File: config.mk
export PLATFORM = sky130hd
export DESIGN_NAME = reg_file
export DESIGN_NICKNAME = d
export VERILOG_FILES = /design/src/rtl/reg_file.sv
export SDC_FILE = /design/constraint.sdc
export NUM_CORES = 2
export LEC_CHECK = 0
export CORE_ASPECT_RATIO = 2
export CORE_MARGIN = 5
export CORE_UTILIZATION = 55
export DETAILED_ROUTE_END_ITERATION = 16
export PLACE_DENSITY = 0.7
export SYNTH_ARGS = -nofsm -noshare
export SYNTH_HDL_FRONTEND = slang
export SYNTH_SLANG_ARGS = --single-unit
File: constraint.sdc
create_clock -name i_clk -period 6.08 [get_ports i_clk]
set_clock_uncertainty 0.15 [all_clocks]
set_input_delay 1.216 -clock i_clk [delete_from_list [all_inputs] [get_ports i_clk]]
set_output_delay 1.216 -clock i_clk [all_outputs]
set_load 0.02 [all_outputs]
File: src/rtl/reg_file.sv
// RV32I integer register file: 32 x 32-bit registers, two combinational read
// ports and one synchronous write port, with x0 hardwired to zero.
module reg_file #(
   parameter int DATA_WIDTH = 32,
   parameter int ADDR_WIDTH = 5
) (
   input  logic                  i_clk,
   input  logic                  i_rst_n,
   input  logic                  i_regWrite,
   input  logic [ADDR_WIDTH-1:0] i_regSelect1,
   input  logic [ADDR_WIDTH-1:0] i_regSelect2,
   input  logic [ADDR_WIDTH-1:0] i_writeRegSelect,
   input  logic [DATA_WIDTH-1:0] i_dataIn,
   output logic [DATA_WIDTH-1:0] o_dataOut1,
   output logic [DATA_WIDTH-1:0] o_dataOut2
);

   localparam int NUM_REGS = 2 ** ADDR_WIDTH;

   logic [DATA_WIDTH-1:0] regs [NUM_REGS];
   logic                  write_en;

   // x0 is never stored; any write aimed at it is dropped here.
   assign write_en = i_regWrite && (i_writeRegSelect != '0);

   // NOTE: this storage is cleared by reset on purpose, because software relies
   // on every architectural register reading zero after reset; a plain RAM array
   // without a reset would be cheaper but would not give that guarantee.
   always_ff @(posedge i_clk) begin
      if (!i_rst_n) begin
         for (int i = 0; i < NUM_REGS; i++) begin
            regs[i] <= '0;
         end
      end else if (write_en) begin
         regs[i_writeRegSelect] <= i_dataIn;
      end
   end

   // No write bypass: a same-cycle write becomes visible only after the edge.
   assign o_dataOut1 = (i_regSelect1 == '0) ? '0 : regs[i_regSelect1];
   assign o_dataOut2 = (i_regSelect2 == '0) ? '0 : regs[i_regSelect2];

endmodule

# Word-level counts from Yosys, hierarchy flattened
# Memory sizes are Yosys's and may differ from the RTL's.
# Index checks and enable logic that the tools add are counted.
[op_classes]
n_addsub = 0
multipliers = 0
div_mod_pow = 0
order_cmp = 0
eq_ne = 0
n_shift = 0
muxes = 9
bitwise = 0
reduce_logical = 5
[op_table]
columns = ["cell", "count"]
rows = [
  ["2-to-1 mux 32 bit", 3],
  ["OR reduction 32 bit", 1],
  ["logical NOT 5 bit", 2],
  ["2-to-1 mux 1 bit", 5],
  ["2-to-1 mux 5 bit", 1],
  ["nonzero test 5 bit", 1],
  ["logical AND 1 bit", 1],
]
[word_totals]
register_bits = 0
latch_bits = 0
mem_bits_rw = 1024
romBits = 0
input_bits = 50
output_inout_bits = 64
word_cells = 15
mem_count = 1
[mem_list]
columns = ["memory", "depth", "width", "rd", "rd_clocked_by_memory_dff", "wr", "line", "source"]
rows = [
  ["regs", 32, 32, 2, 0, 32, "20", "logic [DATA_WIDTH-1:0] regs [NUM_REGS];"],
]

# Logic depth before layout (Yosys ltp)
[depth]
word_depth = 7
mapped_depth = 9
ltp_nobuf = 4

# Worst setup path after synthesis
# OpenSTA, ideal clock, no wires.
[synth_path]
path_kind = "input -> register"
startpoint = "in i_rst_n"
endpoint = "mem regs[24][0] (enable)"
setup_time_ns = 0.466
t_arrival_ns = 4.286
required_time_ns = 5.464
setup_slack_ns = 1.178
path_stages = 5
path_buffers = 2
path_cell_list = "buf_2 nand2_1 or3_1 clkbuf_1 o21ai_0"
[synth_lines]
columns = ["element", "line", "source"]
rows = [
  ["from (decl)", "8", "input logic i_rst_n,"],
  ["to (decl)", "20", ""],
]

# Worst setup path after layout
[layout_path]
startpoint = "in i_regSelect2[0]"
endpoint = "out o_dataOut2[23]"
[layout_via]
elab_chain_cells = 2
elab_cells_between_ends = 3
classes_between = "1 x mux; 1 x reduce/logical; 1 x memory"
[layout_rtl]
columns = ["element", "line", "source"]
rows = [
  ["from (decl)", "11", "input logic [ADDR_WIDTH-1:0] i_regSelect2,"],
  ["memory read (32 x 32 bit) / logical NOT 5 bit (equally long branches)", "n/a", ""],
  ["2-to-1 mux 32 bit *", "41", "assign o_dataOut2 = (i_regSelect2 == '0) ? '0 : regs[i_regSelect2];"],
  ["to (decl)", "15", "output logic [DATA_WIDTH-1:0] o_dataOut2"],
]
# Every way passes the cells marked *; elsewhere a longest branch is shown, timed or not.

==> summary.txt <==
Yosys
  • Adder-cell share of the synthesized area: 0
  • Most used DFF post-synth: edfxtp_1
  • Compound-Gate Fraction of Synth Area: 0.0396
  • Synth warnings: 0
  • Leading area contributor after synthesis: edfxtp_1
  • Post-synthesis sequential area ratio: 0.567
  • Synth top area share: 0.567
  • Mux contribution to synthesized area: 0.230
  • Post-synth EDFFs: 1024
  • Asr flop ratio synth: 0
  • Synth top cells by count: 1024 x edfxtp_1, 996 x and2_1, 470 x mux4_2
  • Mapped Cells: 3509
  • Post-synthesis simple-gate area fraction: 0.130
  • Synth Register Bits: 1024
  • Xor and xnor area share after synthesis: 0
  • Top post-synthesis cells by area: edfxtp_1 57%, mux4_2 20%, and2_1 11%
  • Most frequent cell after synthesis: edfxtp_1
  • Cell Area, Synth: 54200 um^2
  • Distinct cells, synth: 41
  • Largest family of logic cells by synthesized area: multiplexers
  • Mean Syn Cell Area: 15.4 um^2

Place
  • IO Port Bufs: 113
  • Setup Slack @ Placement: 0.576 ns
  • Routability Congestion: 0.875
  • Placed Instances: 4755
  • DP Wirelength: 111 mm

CTS
  • Buffers from clock root to sink, at most: 3
  • CTS tree: built
  • PostCTS Resize Cnt: 0
  • Post-CTS Setup Repair Bufs: 0
  • H-tree Lvls: 3
  • Clock Sinks: 1024
  • CTS Hold Bufs: 0
  • Root Buffer Master: clkbuf_16
  • CTS buffer count: 91
  • Worst-path clk slew: 0.07 ns

Floorplanning
  • Core area: 98300 um^2
  • Die W: 232 um
  • Die Y: 454 um
  • Initial Util: 0.551
  • I/O pins: 114
  • Die area: 105000 um^2
  • Row cnt: 163

Finish
  • Largest regs: regs x1024
  • Register with the most flip-flops: regs
  • Share of post-route cells with drive strength above 1: 0.247
  • Register Area: 30700 um^2
  • Synthesis-to-finish area growth: 11.5%
  • # nets final: 3578
  • Final Non-Filler Cells: 4921
  • Max FFs per register: 1024
  • Filler cells: 7187
  • Area of the multi-input gates: 22200 um^2
  • Util after Layout: 0.615

Global routing
  • First-pass GRT wire length: 248 mm
  • GRT Total Usage: 0.327
  • Overflow after GRT: 0
  • Largest net degree at the start of global routing: 53
  • Vias in the first global route: 36159
  • Antenna violations before repair: 7

Routing
  • DRC violations left: 0
  • Wirelength per Cell: 35.3 um
  • First-pass DRT Iterations: 5
  • Routed WL: 174 mm
  • DRT iter0 DRCs: 4315
  • Detail Route Antenna Nets: 0
  • Vias: 34512
  • Vias per cell: 7.01

Setup path
  • Worst endpoint data arrival time: 4.19 ns
  • Critical path required time: 4.71 ns
  • Crit-path leading delay family: buffers and inverters
  • Critical path fanouts, max: 24
  • Slowest CP cell: a2111oi_1
  • Worst Path Buf+Inv: 3
  • Setup CP Type: primary input to output pin
  • Startpoint Class: primary input
  • Crit-path max cell delay: 0.60 ns
  • Setup crit end kind: output pin
  • Critical Path, Cell by Cell: buf_8 -> buf_4 -> mux4_2 -> a22o_1 -> a2111oi_1 -> nor3_1 -> clkdlybuf4s50_1
  • Critical path origin: i_regSelect2[0]

Pwr
  • P_sw: 4.08 mW
  • Leakage power: 20.6 nW
  • Clock power share: 0.364
  • Pwr dens: 274 nW/um^2
  • Max VDD drop: 227 uV
  • Combinational Power Share: 0.130
  • Flop pwr share: 0.507
  • P_int: 12.5 mW
  • Net Sw Frac: 0.246

STA
  • Final Hold Fails: 0
  • Fin Setup TNS: 0 ns
  • Worst Tran Pin Value: 1.33 ns
  • Hold slack: 1.37 ns
  • Final period util: 0.914
  • Fmax achieved: 180 MHz
  • Min Tclk post-route: 5.56 ns
  • RSZ-0062 raised after global routing: no
  • Count of final max-slew check failures: 0
  • Final worst slack: 0.525 ns
  • Slew margin rel.: 0.108
  • Setup violators final: 0

Status
  • Status: finished clean

Flow run
  • Number of max-cap violations: 0

Worst hold path
  • HP Class: primary input to flop
  • Hold_sp: i_rst_n
cells in the final DEF, fill, tap and decap left out, types with 18 or more instances in the layout:
cell / instances
o221ai_1: 27
a22o_1: 51
clkbuf_1: 19
clkdlybuf4s50_1: 100
conb_1: 32
buf_12: 29
nor3_1: 54
edfxtp_1: 1024
mux2_2: 30
a22oi_1: 18
o21ai_4: 31
clkbuf_16: 95
o22ai_1: 79
mux2i_1: 154
mux4_2: 470
buf_4: 146
nor2_2: 31
a211oi_1: 34
and2_1: 995
worst paths after layout:
path,to,slack (ns),depth (start not counted)
worst min-delay path,regs[18][17],1.37,5
worst max-delay path,o_dataOut2[23],0.52,7
kinds of logic (layout without fill, tap and decap cells):
family                 count (synthesis)  after routing
AND/OR/NAND/NOR                     1149           1149
flip-flops                          1024           1024
multiplexers                         654            654
buffers and inverters                390            450
AO/OA/AOI/OAI                        291            291
other                                  1             33
power by group through the flow:
stage          registers (mW)  logic [mW]  clock network (mW)
2_1_floorplan            8.44        1.32                   0
3_3_place_gp             8.47        2.09                   0
3_5_place_dp             8.52        2.12                   0
4_1_cts                  8.37        2.13                6.05
5_1_grt                  8.41        2.23                6.32
6_report                 8.38        2.15                6.02
worst min-delay path, stage by stage:
cell      delay [ns]
buf_4           0.10
nand4b_1        0.10
buf_4           0.27
nor2_2          0.26
and2_1          0.15
stage by stage:
step | cell area [um^2] | power (mW)
6_report | 60400 | 16.6
5_1_grt | 60400 | 17.0
4_1_cts | 60400 | 16.6
3_5_place_dp | 57400 | 10.6
3_3_place_gp | 57400 | 10.6
2_1_floorplan | 54300 | 9.76
area by class of cell:
type | instances | area share
Inverter | 2 | 0.000124
Antenna cell | 1 | 0.0000414
Clock buffer | 114 | 0.0405
Timing Repair Buffer | 283 | 0.0457
Multi-Input combinational cell | 2126 | 0.368
Clock inverter | 51 | 0.00948
Tap cell | 1320 | 0.0273
Sequential cell | 1024 | 0.509
per-layer routing:
metal | share of wire | global-route usage | routed length [um] | up-vias
met3 | 0.10 | 0.0658 | 17300 | 613
li1 | - | - | - | 13623
met1 | 0.33 | 0.393 | 57500 | 17865
met5 | 0.00029 | 0 | 51 | -
met4 | 0.059 | 0.167 | 10300 | 10
met2 | 0.51 | 0.563 | 88400 | 2401
No activity file was read; power rests on OpenSTA's default activity.
